File: src/rtl/mips_pkg.sv
// Shared types for the MIPS pipeline hazard/forwarding control.
//   fwd_sel_e   : EX operand mux select encoding
//   sb_slot_t   : one in-flight scoreboard entry (EX, MEM or WB)
//   REG_ZERO    : hard-wired zero register specifier
package mips_pkg;

  localparam int unsigned SB_DEST_W = 5;

  typedef enum logic [1:0] {
    FWD_RF  = 2'b00,
    FWD_MEM = 2'b01,
    FWD_WB  = 2'b10
  } fwd_sel_e;

  typedef struct packed {
    logic                 valid;
    logic [SB_DEST_W-1:0] dest;
    logic                 we;
    logic                 load;
  } sb_slot_t;

  localparam logic [SB_DEST_W-1:0] REG_ZERO = '0;

  // Newest producer wins: the EX-slot result is younger than the MEM-slot one.
  function automatic fwd_sel_e fwd_pick(input logic use_src, input logic ex_hit,
                                        input logic mem_hit);
    fwd_sel_e sel;
    sel = FWD_RF;
    if (use_src) begin
      if (ex_hit) begin
        sel = FWD_MEM;
      end else if (mem_hit) begin
        sel = FWD_WB;
      end
    end
    return sel;
  endfunction

endpackage

File: src/rtl/hazard_slot_cmp.sv
// Compares one scoreboard slot against one source specifier.
//   slot_i       : scoreboard entry
//   src_i        : source register specifier
//   match_o      : slot is a valid writer of src_i (never for $0)
//   load_match_o : match_o and the producer is a load
module hazard_slot_cmp
  import mips_pkg::*;
#(
  parameter int unsigned REG_W = SB_DEST_W
) (
  input  sb_slot_t         slot_i,
  input  logic [REG_W-1:0] src_i,
  output logic             match_o,
  output logic             load_match_o
);

  logic [SB_DEST_W-1:0] src_w;

  assign src_w        = SB_DEST_W'(src_i);
  assign match_o      = slot_i.valid & slot_i.we & (slot_i.dest == src_w) &
                        (src_w != REG_ZERO);
  assign load_match_o = match_o & slot_i.load;

endmodule

File: src/rtl/hazard_fwd_ctrl.sv
// Hazard detection and forwarding control for the five-stage MIPS pipeline.
// Ports:
//   clk, rst_n          : clock, synchronous active-low reset
//   ext_stall           : global freeze, holds everything but the mult/div counter
//   id_*                : decoded information of the instruction in ID
//   id_stall            : hold PC and IF/ID (combinational)
//   ex_bubble           : load a NOP into ID/EX (combinational)
//   fwd_a_sel/fwd_b_sel : EX operand mux selects (registered)
//   md_busy             : mult/div result not yet available
module hazard_fwd_ctrl
  import mips_pkg::*;
#(
  parameter int unsigned MD_CYCLES = 4,
  parameter int unsigned REG_W     = 5
) (
  input  logic             clk,
  input  logic             rst_n,
  input  logic             ext_stall,
  input  logic             id_valid,
  input  logic [REG_W-1:0] id_rs,
  input  logic [REG_W-1:0] id_rt,
  input  logic             id_use_rs,
  input  logic             id_use_rt,
  input  logic [REG_W-1:0] id_dest,
  input  logic             id_reg_we,
  input  logic             id_is_load,
  input  logic             id_is_md,
  input  logic             id_reads_hilo,
  output logic             id_stall,
  output logic             ex_bubble,
  output logic [1:0]       fwd_a_sel,
  output logic [1:0]       fwd_b_sel,
  output logic             md_busy
);

  localparam int unsigned MD_W = $clog2(MD_CYCLES + 1);

  sb_slot_t ex_q, ex_d, mem_q, mem_d, wb_q, wb_d;
  fwd_sel_e sel_a_q, sel_a_d, sel_b_q, sel_b_d;
  logic [MD_W-1:0] md_cnt_q, md_cnt_d;

  logic ex_hit_a, ex_hit_b, ex_ld_a, ex_ld_b;
  logic mem_hit_a, mem_hit_b;
  logic unused_mem_ld_a, unused_mem_ld_b;
  logic unused_wb_hit_a, unused_wb_hit_b, unused_wb_ld_a, unused_wb_ld_b;

  logic md_busy_raw, load_use, hilo_haz, stall_raw, md_accept;

  // Slot comparators: EX and MEM feed forwarding; WB is tracked but the
  // register file's write-before-read makes its matches irrelevant.
  hazard_slot_cmp #(.REG_W(REG_W)) u_cmp_ex_a (
    .slot_i(ex_q), .src_i(id_rs), .match_o(ex_hit_a), .load_match_o(ex_ld_a));
  hazard_slot_cmp #(.REG_W(REG_W)) u_cmp_ex_b (
    .slot_i(ex_q), .src_i(id_rt), .match_o(ex_hit_b), .load_match_o(ex_ld_b));
  hazard_slot_cmp #(.REG_W(REG_W)) u_cmp_mem_a (
    .slot_i(mem_q), .src_i(id_rs), .match_o(mem_hit_a), .load_match_o(unused_mem_ld_a));
  hazard_slot_cmp #(.REG_W(REG_W)) u_cmp_mem_b (
    .slot_i(mem_q), .src_i(id_rt), .match_o(mem_hit_b), .load_match_o(unused_mem_ld_b));
  hazard_slot_cmp #(.REG_W(REG_W)) u_cmp_wb_a (
    .slot_i(wb_q), .src_i(id_rs), .match_o(unused_wb_hit_a), .load_match_o(unused_wb_ld_a));
  hazard_slot_cmp #(.REG_W(REG_W)) u_cmp_wb_b (
    .slot_i(wb_q), .src_i(id_rt), .match_o(unused_wb_hit_b), .load_match_o(unused_wb_ld_b));

  // Hazard detection
  assign md_busy_raw = (md_cnt_q != '0);
  assign load_use    = id_valid & ((id_use_rs & ex_ld_a) | (id_use_rt & ex_ld_b));
  assign hilo_haz    = id_valid & (id_reads_hilo | id_is_md) & md_busy_raw;
  assign stall_raw   = load_use | hilo_haz;
  assign md_accept   = id_valid & ~stall_raw & ~ext_stall & id_is_md;

  // Stall outputs are suppressed while reset is asserted
  assign id_stall  = rst_n & stall_raw;
  assign ex_bubble = id_stall & ~ext_stall;
  assign md_busy   = rst_n & md_busy_raw;
  assign fwd_a_sel = sel_a_q;
  assign fwd_b_sel = sel_b_q;

  // Scoreboard advance and select computation
  always_comb begin
    ex_d    = ex_q;
    mem_d   = mem_q;
    wb_d    = wb_q;
    sel_a_d = sel_a_q;
    sel_b_d = sel_b_q;
    if (!ext_stall) begin
      ex_d = '0;
      if (id_valid && !stall_raw) begin
        ex_d.valid = 1'b1;
        ex_d.dest  = SB_DEST_W'(id_dest);
        ex_d.we    = id_reg_we;
        ex_d.load  = id_is_load;
      end
      mem_d = ex_q;
      wb_d  = mem_q;
      // A stalled ID sends a bubble into EX, which needs no forwarding
      sel_a_d = stall_raw ? FWD_RF : fwd_pick(id_use_rs, ex_hit_a, mem_hit_a);
      sel_b_d = stall_raw ? FWD_RF : fwd_pick(id_use_rt, ex_hit_b, mem_hit_b);
    end
  end

  // Mult/div counter runs independently of the global freeze
  always_comb begin
    md_cnt_d = md_cnt_q;
    if (md_busy_raw) begin
      md_cnt_d = md_cnt_q - MD_W'(1);
    end
    if (md_accept) begin
      md_cnt_d = MD_W'(MD_CYCLES);
    end
  end

  always_ff @(posedge clk) begin
    if (!rst_n) begin
      ex_q     <= '0;
      mem_q    <= '0;
      wb_q     <= '0;
      sel_a_q  <= FWD_RF;
      sel_b_q  <= FWD_RF;
      md_cnt_q <= '0;
    end else begin
      ex_q     <= ex_d;
      mem_q    <= mem_d;
      wb_q     <= wb_d;
      sel_a_q  <= sel_a_d;
      sel_b_q  <= sel_b_d;
      md_cnt_q <= md_cnt_d;
    end
  end

endmodule
File: config.mk
export PLATFORM = sky130hd
export DESIGN_NAME = hazard_fwd_ctrl
export DESIGN_NICKNAME = d
export VERILOG_FILES = /design/src/rtl/mips_pkg.sv /design/src/rtl/hazard_slot_cmp.sv /design/src/rtl/hazard_fwd_ctrl.sv
export SDC_FILE = /design/constraint.sdc
export NUM_CORES = 1
export LEC_CHECK = 0
export BUFFER_PORTS_ARGS = -buffer_cell sky130_fd_sc_hd__buf_2
export CORE_MARGIN = 2
export CORE_UTILIZATION = 55
export DETAILED_ROUTE_END_ITERATION = 16
export GPL_TIMING_DRIVEN = 0
export PLACE_DENSITY = 0.86
export SYNTH_ARGS = -nofsm -noshare
export SYNTH_HDL_FRONTEND = slang
export SYNTH_SLANG_ARGS = --single-unit
File: constraint.sdc
create_clock -name clk -period 3.8 [get_ports clk]
set_input_delay 0.57 -clock clk [delete_from_list [all_inputs] [get_ports clk]]
set_output_delay 0.57 -clock clk [all_outputs]
set_load 0.02 [all_outputs]
==> qor.yml <==
layout:
  fin_cells: 191
  drive_gt1_share_pct: 26.83
  finalNetCount: 192
  design_area_mm2: 0.001426
  ff_latch_area_um2: 440.4
  multiInputGateArea_um2: 718.2
  syn2layout_area_growth_pct: 19.87
  nFillCells: 172
  utilization_pct: 71.25
  antenna_cells: 0
clock_tree:
  cts.path.max_buffers: 2
  clock-root-buffer: "clkbuf_4"
  cts_buffers: 3
  cts_hold_buffers: 0
  cts_tree: "done"
  post_cts_buffers: 0
  clk_pin_slew_ns: 0.13
  htreeDepth: 1
  clk_latency_ns: 0.31
  cts_resized: 0
  cts.sink_count: 22
critical_path:
  arrival_ns: 2.28
  required_ns: 3.23
  cp-start-kind: "flip-flop"
  path_max_fanout: 4
  worstSetupEndpointType: "primary output"
  crit_type: "reg -> out"
floorplan:
  core_area_mm2: 0.002002
  dieArea_mm2: 0.002551
  fp.dieW_um: 50.51
  io_pins: 32
  initial_utilization_pct: 59.44
  chipHeight_um: 50.51
  num_rows: 16
drt:
  totalWireLength_um: 2665
  first_iter_violations: 12
  drc_errors: 0
  antenna_left: 0
  dr_total_vias: 1045
  wl_per_cell_um: 13.95
  via_per_inst: 5.471
  first_pass_iters: 4
sta:
  relSlewSlack_pct: 68.74
  grt_setup_unrepaired: "no"
  finalSetupTns_ns: 0
  hold_viol: 0
  fin_crit_sh_pct: 74.89
  max_freq_mhz: 351.4
  period_needed_ns: 2.846
  tightest_slew_ns: 0.4690
  whs_ns: 0.4579
  setup_ws_ns: 0.9541
  skew_ns: 0.006648
  final-max-slew-violation-count: 0
  setup_viol: 0
place:
  postPlaceCellArea_mm2: 0.001374
  portBuffers: 30
  gp_congestion: 0.8965
  dpl.cell_count: 187
  place_ws_ns: 1.007
pwr:
  peakVddDrop_uv: 347.7
  p_leak_nw: 0.5893
  p_total_mw: 0.6301
  powerDensity_mw_per_mm2: 441.8
flow_run:
  cap_viol_max_count: 0
global_routing:
  grt_max_degree: 14
  grt_use_total_pct: 23.00
  grt_remaining_overflow: 0
  grt_pass1_wl_um: 4381
  antenna_found_initial: 0
  grt_pass1_vias: 1017
yosys:
  synth.area.top_cells: "dfxtp_1 37%, xnor2_1 12%, mux2i_1 5.9%"
  synth_cell_types: 33
  syn-num-nets: 157
  syn_area_per_cell_um2: 9.153
  synth_area_mm2: 0.001190
  synth_top_cell_area_share_pct: 37.01
  yosysSeqAreaShare_pct: 37.01
  syn_inst: 130
  yosysWarnings: 0
  ys_seq_elements: 22
  synth_top_cell_by_area: "dfxtp_1"
status:
  status: "finished clean"
hold_path:
  hold_path.class: "in -> reg"
path summary, 6_finish.rpt:
kind	start	depth (start not counted)	end	slack, ns
max	ex_q[6]	7	ex_bubble	0.95
min reg2reg	fwd_b_sel[1]	2	fwd_b_sel[1]	0.47
max reg2reg	ex_q[6]	6	ex_q[0]	1.90
min	id_dest[2]	2	ex_q[4]	0.46
state kept, by name, indices dropped and copies added, names as in the netlist:
register and flops:
ex_q 8, mem_q 7, md_cnt_q 3, fwd_a_sel 2
fwd_b_sel 2
where the power goes:
group          total, mW  leakage, nW  switching (mW)  internal [mW]
registers          0.274        0.179          0.0200          0.254
clock network      0.181       0.0279          0.0741          0.107
logic              0.176        0.383          0.0990         0.0768
Yosys cell counts:
library cell  number
nor3_4             1
nand2b_1           1
buf_2              1
o31ai_1            2
buf_1              1
nand3_1            7
clkbuf_1           3
and2_2             2
a31o_1             1
nor3_2             1
nor4_1             2
o21ai_0            1
and2_1             1
a22o_1             7
nand2_1           11
nor2_2             2
or4_1              2
xnor2_1           16
o21a_1             1
xor2_1             4
a21o_1             1
o22ai_1            1
mux2i_1            7
o2bb2a_1           2
dfxtp_1           22
nand4_1            4
nor2_1            15
or4_4              2
inv_1              3
nor2b_1            1
o32ai_1            2
ha_1               2
a21boi_4           1
critical path, cell delays in order, from the launching register on:
cell      delay, ns
dfxtp_1        0.43
xnor2_1        0.14
nand2_1        0.10
or4_4          0.54
a21boi_4       0.24
o21a_1         0.20
and2_2         0.16
buf_2          0.15
per-layer routing:
layer / global-route usage, % / wire length, um / share of wire, %
met2: 40.13 / 1260 / 47
met4: 7.658 / 38 / 1.4
met3: 4.464 / 123 / 4.6
met1: 28.22 / 1243 / 47
met5: 0 / 0 / 0
cell type report:
| class | instances | share of cell area (%) |
|---|---|---|
| multi-input combinational | 100 | 50.35 |
| sequential | 22 | 30.88 |
| timing repair buffer | 30 | 10.53 |
| tap | 27 | 2.368 |
| clock inverter | 1 | 2.105 |
| clock buffer | 3 | 1.579 |
| buffer | 5 | 1.404 |
| inverter | 3 | 0.7895 |
kinds of logic (layout without fill, tap and decap cells):
kind of cell,count (synthesis),count (layout),synth area share [%]
xor gates and xnor gates,20,20,14.72
muxes,7,7,5.889
and+or+nand+nor,52,52,23.55
adders and majority gates,2,2,2.103
DFF,22,22,37.01
buffers and inverters,8,42,2.628
AOI/OAI and AO/OA,19,19,14.09
placed cells by master, fill, tap and decap left out, drive strengths merged, types with 2 or more instances in the layout:
cell	synthesis	layout
xnor2	16	16
xor2	4	4
and2	3	3
clkbuf	3	6
mux2i	7	7
a22o	7	7
nand3	7	7
o31ai	2	2
o32ai	2	2
nor3	2	2
ha	2	2
nor2	17	17
or4	4	4
dfxtp	22	22
inv	3	3
o2bb2a	2	2
nand2	11	11
nand4	4	4
nor4	2	2
buf	2	32
No activity file was read; power rests on OpenSTA's default activity.
